**src/rtl/fetch_stage.sv**
```systemverilog
// IF stage and IF/ID latch: PC sequencing, I-cache handshake,
// stall skid buffer, redirect discard and flush bubbles.
`ifndef OPCODE_FLUSH
`define OPCODE_FLUSH 4'hF
`endif

module fetch_stage #(
  parameter int              WORD     = 16,
  parameter logic [WORD-1:0] RESET_PC = 16'h0000,
  parameter logic [WORD-1:0] BUBBLE   = {`OPCODE_FLUSH, 12'h000}
) (
  input  logic            clk,
  input  logic            reset,
  input  logic            i_ready,
  input  logic [WORD-1:0] i_data,
  output logic            i_readC,
  output logic            i_writeC,
  output logic [WORD-1:0] i_address,
  input  logic            IFIDWrite,
  input  logic            redirect,
  input  logic [WORD-1:0] redirect_pc,
  input  logic            halt,
  output logic [WORD-1:0] inst_ID,
  output logic [3:0]      opcode,
  output logic [5:0]      func_code,
  output logic [WORD-1:0] pc_ID,
  output logic [WORD-1:0] npc_ID,
  output logic [WORD-1:0] fetch_count
);

  typedef enum logic [1:0] {
    S_FETCH   = 2'd0,
    S_HOLD    = 2'd1,
    S_DISCARD = 2'd2,
    S_HALT    = 2'd3
  } state_t;

  state_t          r_state, w_state;
  logic [WORD-1:0] r_pc, w_pc;
  logic [WORD-1:0] r_inst, w_inst;
  logic [WORD-1:0] r_pc_id, w_pc_id;
  logic [WORD-1:0] r_npc_id, w_npc_id;
  logic [WORD-1:0] r_cnt, w_cnt;
  logic [WORD-1:0] r_skid, w_skid;
  logic [WORD-1:0] r_target, w_target;
  logic [WORD-1:0] w_pc_inc;
  logic [WORD-1:0] w_cnt_inc;

  assign w_pc_inc  = r_pc + 1'b1;
  assign w_cnt_inc = r_cnt + 1'b1;

  assign i_writeC    = 1'b0;
  assign i_address   = r_pc;
  assign inst_ID     = r_inst;
  assign opcode      = r_inst[WORD-1 -: 4];
  assign func_code   = r_inst[5:0];
  assign pc_ID       = r_pc_id;
  assign npc_ID      = r_npc_id;
  assign fetch_count = r_cnt;

  // Request only in FETCH/DISCARD; a halt or reset abandons the read at once.
  assign i_readC = ((r_state == S_FETCH) || (r_state == S_DISCARD))
                   && !halt && !reset;

  // State and IF/ID register update; reset wins over everything.
  always_ff @(posedge clk) begin
    if (reset) begin
      r_state  <= S_FETCH;
      r_pc     <= RESET_PC;
      r_inst   <= BUBBLE;
      r_pc_id  <= '0;
      r_npc_id <= '0;
      r_cnt    <= '0;
      r_skid   <= '0;
      r_target <= '0;
    end else begin
      r_state  <= w_state;
      r_pc     <= w_pc;
      r_inst   <= w_inst;
      r_pc_id  <= w_pc_id;
      r_npc_id <= w_npc_id;
      r_cnt    <= w_cnt;
      r_skid   <= w_skid;
      r_target <= w_target;
    end
  end

  // Next-state and next-register values; halt > redirect > normal flow.
  always_comb begin
    w_state  = r_state;
    w_pc     = r_pc;
    w_inst   = r_inst;
    w_pc_id  = r_pc_id;
    w_npc_id = r_npc_id;
    w_cnt    = r_cnt;
    w_skid   = r_skid;
    w_target = r_target;
    if (halt) begin
      w_state = S_HALT;
      w_inst  = BUBBLE;
    end else begin
      unique case (r_state)
        S_FETCH: begin
          if (redirect) begin
            w_inst = BUBBLE;
            if (i_ready) begin
              w_pc = redirect_pc;
            end else begin
              w_target = redirect_pc;
              w_state  = S_DISCARD;
            end
          end else if (i_ready) begin
            if (IFIDWrite) begin
              w_inst   = i_data;
              w_pc_id  = r_pc;
              w_npc_id = w_pc_inc;
              w_pc     = w_pc_inc;
              w_cnt    = w_cnt_inc;
            end else begin
              w_skid  = i_data;
              w_state = S_HOLD;
            end
          end else if (IFIDWrite) begin
            w_inst = BUBBLE;
          end
        end
        S_HOLD: begin
          if (redirect) begin
            w_inst  = BUBBLE;
            w_pc    = redirect_pc;
            w_state = S_FETCH;
          end else if (IFIDWrite) begin
            w_inst   = r_skid;
            w_pc_id  = r_pc;
            w_npc_id = w_pc_inc;
            w_pc     = w_pc_inc;
            w_cnt    = w_cnt_inc;
            w_state  = S_FETCH;
          end
        end
        S_DISCARD: begin
          w_inst = BUBBLE;
          if (redirect) w_target = redirect_pc;
          if (i_ready) begin
            w_pc    = redirect ? redirect_pc : r_target;
            w_state = S_FETCH;
          end
        end
        S_HALT: begin
          w_inst = BUBBLE;
        end
        default: begin
          w_state = S_FETCH;
        end
      endcase
    end
  end

endmodule
```
**config.mk**
```make
export PLATFORM = sky130hd
export DESIGN_NAME = fetch_stage
export DESIGN_NICKNAME = d
export VERILOG_FILES = /design/src/rtl/fetch_stage.sv
export SDC_FILE = /design/constraint.sdc
export NUM_CORES = 1
export LEC_CHECK = 0
export ABC_AREA = 1
export BUFFER_PORTS_ARGS = -buffer_cell sky130_fd_sc_hd__buf_2
export CORE_MARGIN = 3
export CORE_UTILIZATION = 30
export CTS_CLUSTER_SIZE = 10
export DETAILED_ROUTE_END_ITERATION = 6
export SKIP_CTS_REPAIR_TIMING = 1
export SLEW_MARGIN = 30
export SYNTH_ARGS = -nofsm -noshare
export SYNTH_HDL_FRONTEND = slang
export SYNTH_SLANG_ARGS = --single-unit
```
**constraint.sdc**
```tcl
create_clock -name clk -period 2.8 [get_ports clk]
set_input_delay 0.14 -clock clk [delete_from_list [all_inputs] [get_ports clk]]
set_output_delay 0.14 -clock clk [all_outputs]
set_load 0.01 [all_outputs]
```
==> run metrics <==
Reg-to-Reg Start=r_state[0]; Peak supply drop=approximately 0.46 mV; H-tree depth=4; Hold Crit Class=primary input to register; IO Pins=130; Layout Skew=~9 ps; Post-DP HPWL=approximately 12 mm; CTS root buffer=clkbuf_16; combinational fraction of design power=0.193; Die Wd=142 um; initial antenna violation count=1; share of power burned in registers=0.381; post-synthesis cell area=between 5000 and 6000 um^2; GRT Total Usage=0.160; Iter 0 DRT Violations=533; crit-path max FO=19; Crit path top cell by count=nand2_1; Hold Slack=-11.0 ps; CP startpoint kind=register; Final Slew Violations=0; Die Area=20200 um^2; Post-synth top flop=dfxtp_1; CTS Buf Count=17; Site Rows=49; Avg Inst Size Synth=6.86 um^2; Max Root-Sink Buffers=2; CTS tree=done; cells along the critical path=inv_1 > ha_1 > nand2_2 > nand2_1 > nand2_4 > inv_2 > nand4_1 > nor2_1 > nand2_1 > nand2_1 > nor2_1; WS Path Type=register to register; crit path from=r_state[0]; Post-Syn Nets=around 850; largest net degree at the start of global routing=55; post-synthesis sequential area ratio=0.411; Post-Route WL=~16 mm; wire per inst=13.9 um; Hold Fails Final Rpt=4; Reg2Reg Depth=11; commonest non-fill, non-tap cell in the layout=nand2_1; antenna-violating nets left=0; failing checks=hold timing; Total Power=4.99 mW; grt ovf=0; Final setup viols=0; chip height=142 um; NetSw=between 1.5 and 2 mW; Pwr Density=between 700 and 800 nW/um^2; Crit. End Element=register; Crit path largest cell delay=380 ps; setup TNS=0 ps; starting density of the core=0.307; r2r endpoint=fetch_count[10]; YS warnings=0; Data arrival, critical path=2680 ps; number of detailed-route iterations in the first pass=4; status=complete, but fails checks; Cells after Synth=around 810; Crit-path slowest cell=ha_1; Final Critical Period=about 2400 ps; Nets=963; max_slew headroom=0.422; Pleak=3.08 nW; clock slew at reported path FFs=60 ps; Synth cell types=36; sw frac=0.315; vias in the first global route=4956; RSZ-0062 raised after global routing=false; Worst-Margin Slew=867 ps; first-pass GRT wire length=25.7 mm; Final GP Congestion=between 0.8 and 0.9; Hold Crit Start=i_data[9]; area grow syn2layout=24.9%; share of cells above drive strength 1=0.197; Achievable Freq=around 420 MHz; Post-synth EDFFs=0; core area=18100 um^2; number of port buffers=128; later-pin clock latency in the skew report=410 ps; hold path endpoint=r_skid[9]; via-per-instance ratio=approximately 4.8; Clock Sinks=around 110; number of synthesized register bits=approximately 110; Worst EP required=3110 ps; Max Cap Violations=0; reg2reg setup slack=430 ps; internal power=3.42 mW; Clock power frac=0.427; Tcrit/Tclk final=0.846; most frequent cells in the layout=nand2_1, buf_2, dfxtp_1, a21oi_1, nor2_1; DR vias=5552; FFs w/ async S/R, synth=0; hold depth=3; DRC Markers=0
==> critical path, delay by kind of cell (launching register included) <==
kind | cells | cell delay, ps
and+or+nand+nor | 8 | 1110
buffers and inverters | 2 | 410
DFF | 1 | 340
adders and majority gates | 1 | 380
==> logic make-up (layout without fill, tap and decap cells) <==
| group | after synthesis | after routing | share of synthesized area |
|---|---|---|---|
| buf+inv | 117 | 240 | 0.0940 |
| fa+ha+maj | 6 | 6 | 0.0135 |
| flops | 114 | 114 | 0.411 |
| xor+xnor | 11 | 11 | 0.0174 |
| simple gates | 321 | 321 | 0.239 |
| compound gates | 239 | 239 | 0.224 |
| other cells | 1 | 2 | 0.000676 |
==> worst max-delay path by stage <==
stage / endpoint / depth (start not counted) / slack (ps)
2_1_floorplan: i_address[10] / 10 / 1100
3_3_place_gp: fetch_count[10] / 11 / 500
3_5_place_dp: fetch_count[10] / 11 / 460
4_1_cts: fetch_count[10] / 11 / 440
5_1_grt: fetch_count[10] / 11 / 100
6_report: fetch_count[10] / 11 / 430
==> per-layer routing <==
metal,routed length [um],GRT usage,share of wire
met1,7610,0.222,0.47
met2,7150,0.233,0.44
met3,990,0.0427,0.061
met4,412,0.0722,0.025
met5,13,0,0.00080
==> power by group through the flow <==
stage / clock (mW) / sequential, mW / combinational [mW]
3_3_place_gp: 0 / 1.93 / 0.948
3_5_place_dp: 0 / 1.93 / 0.954
5_1_grt: 2.26 / 1.92 / 1.10
4_1_cts: 2.17 / 1.90 / 0.959
2_1_floorplan: 0 / 1.93 / 0.647
6_report: 2.13 / 1.90 / 0.961
==> registers in the layout, summed over array words and instances, names as in the netlist <==
register / count
fetch_count: 16
i_address: 16
inst_ID: 16
npc_ID: 16
pc_ID: 16
r_skid: 16
r_target: 16
r_state: 2
==> cell usage after synthesis (4+ instances only) <==
master | n | area share
nand2_1 | 179 | 0.12
dfxtp_1 | 114 | 0.41
a21oi_1 | 105 | 0.095
nor2_1 | 96 | 0.065
o21ai_0 | 94 | 0.085
inv_1 | 58 | 0.039
nand3_1 | 23 | 0.021
o21ai_1 | 23 | 0.021
clkbuf_1 | 19 | 0.013
buf_2 | 17 | 0.015
buf_4 | 14 | 0.019
nand4_1 | 8 | 0.0090
xnor2_1 | 8 | 0.013
ha_1 | 6 | 0.014
inv_2 | 5 | 0.0034
a31oi_1 | 4 | 0.0045
a41oi_1 | 4 | 0.0063
nor3_1 | 4 | 0.0036
o211ai_1 | 4 | 0.0054
==> through the flow <==
stage          instances   util  setup slack [ps]  cell area (um^2)
2_1_floorplan        809      -              1100              5550
4_1_cts             1155  0.380               439              6870
5_1_grt             1161  0.383               101              6930
3_5_place_dp        1123  0.348               455              6290
6_report            1162  0.383               431              6930
3_3_place_gp        1123  0.348               501              6290
==> cell type report <==
type	instances	area, um^2
Fill cell	1887	11200
Multi-Input combinational cell	578	2750
Sequential cell	114	2280
Timing Repair Buffer	145	796
Clock buffer	18	429
Tap cell	229	287
Inverter	63	236
Clock inverter	14	154
Antenna cell	1	2.50
No activity file was read; power rests on OpenSTA's default activity.
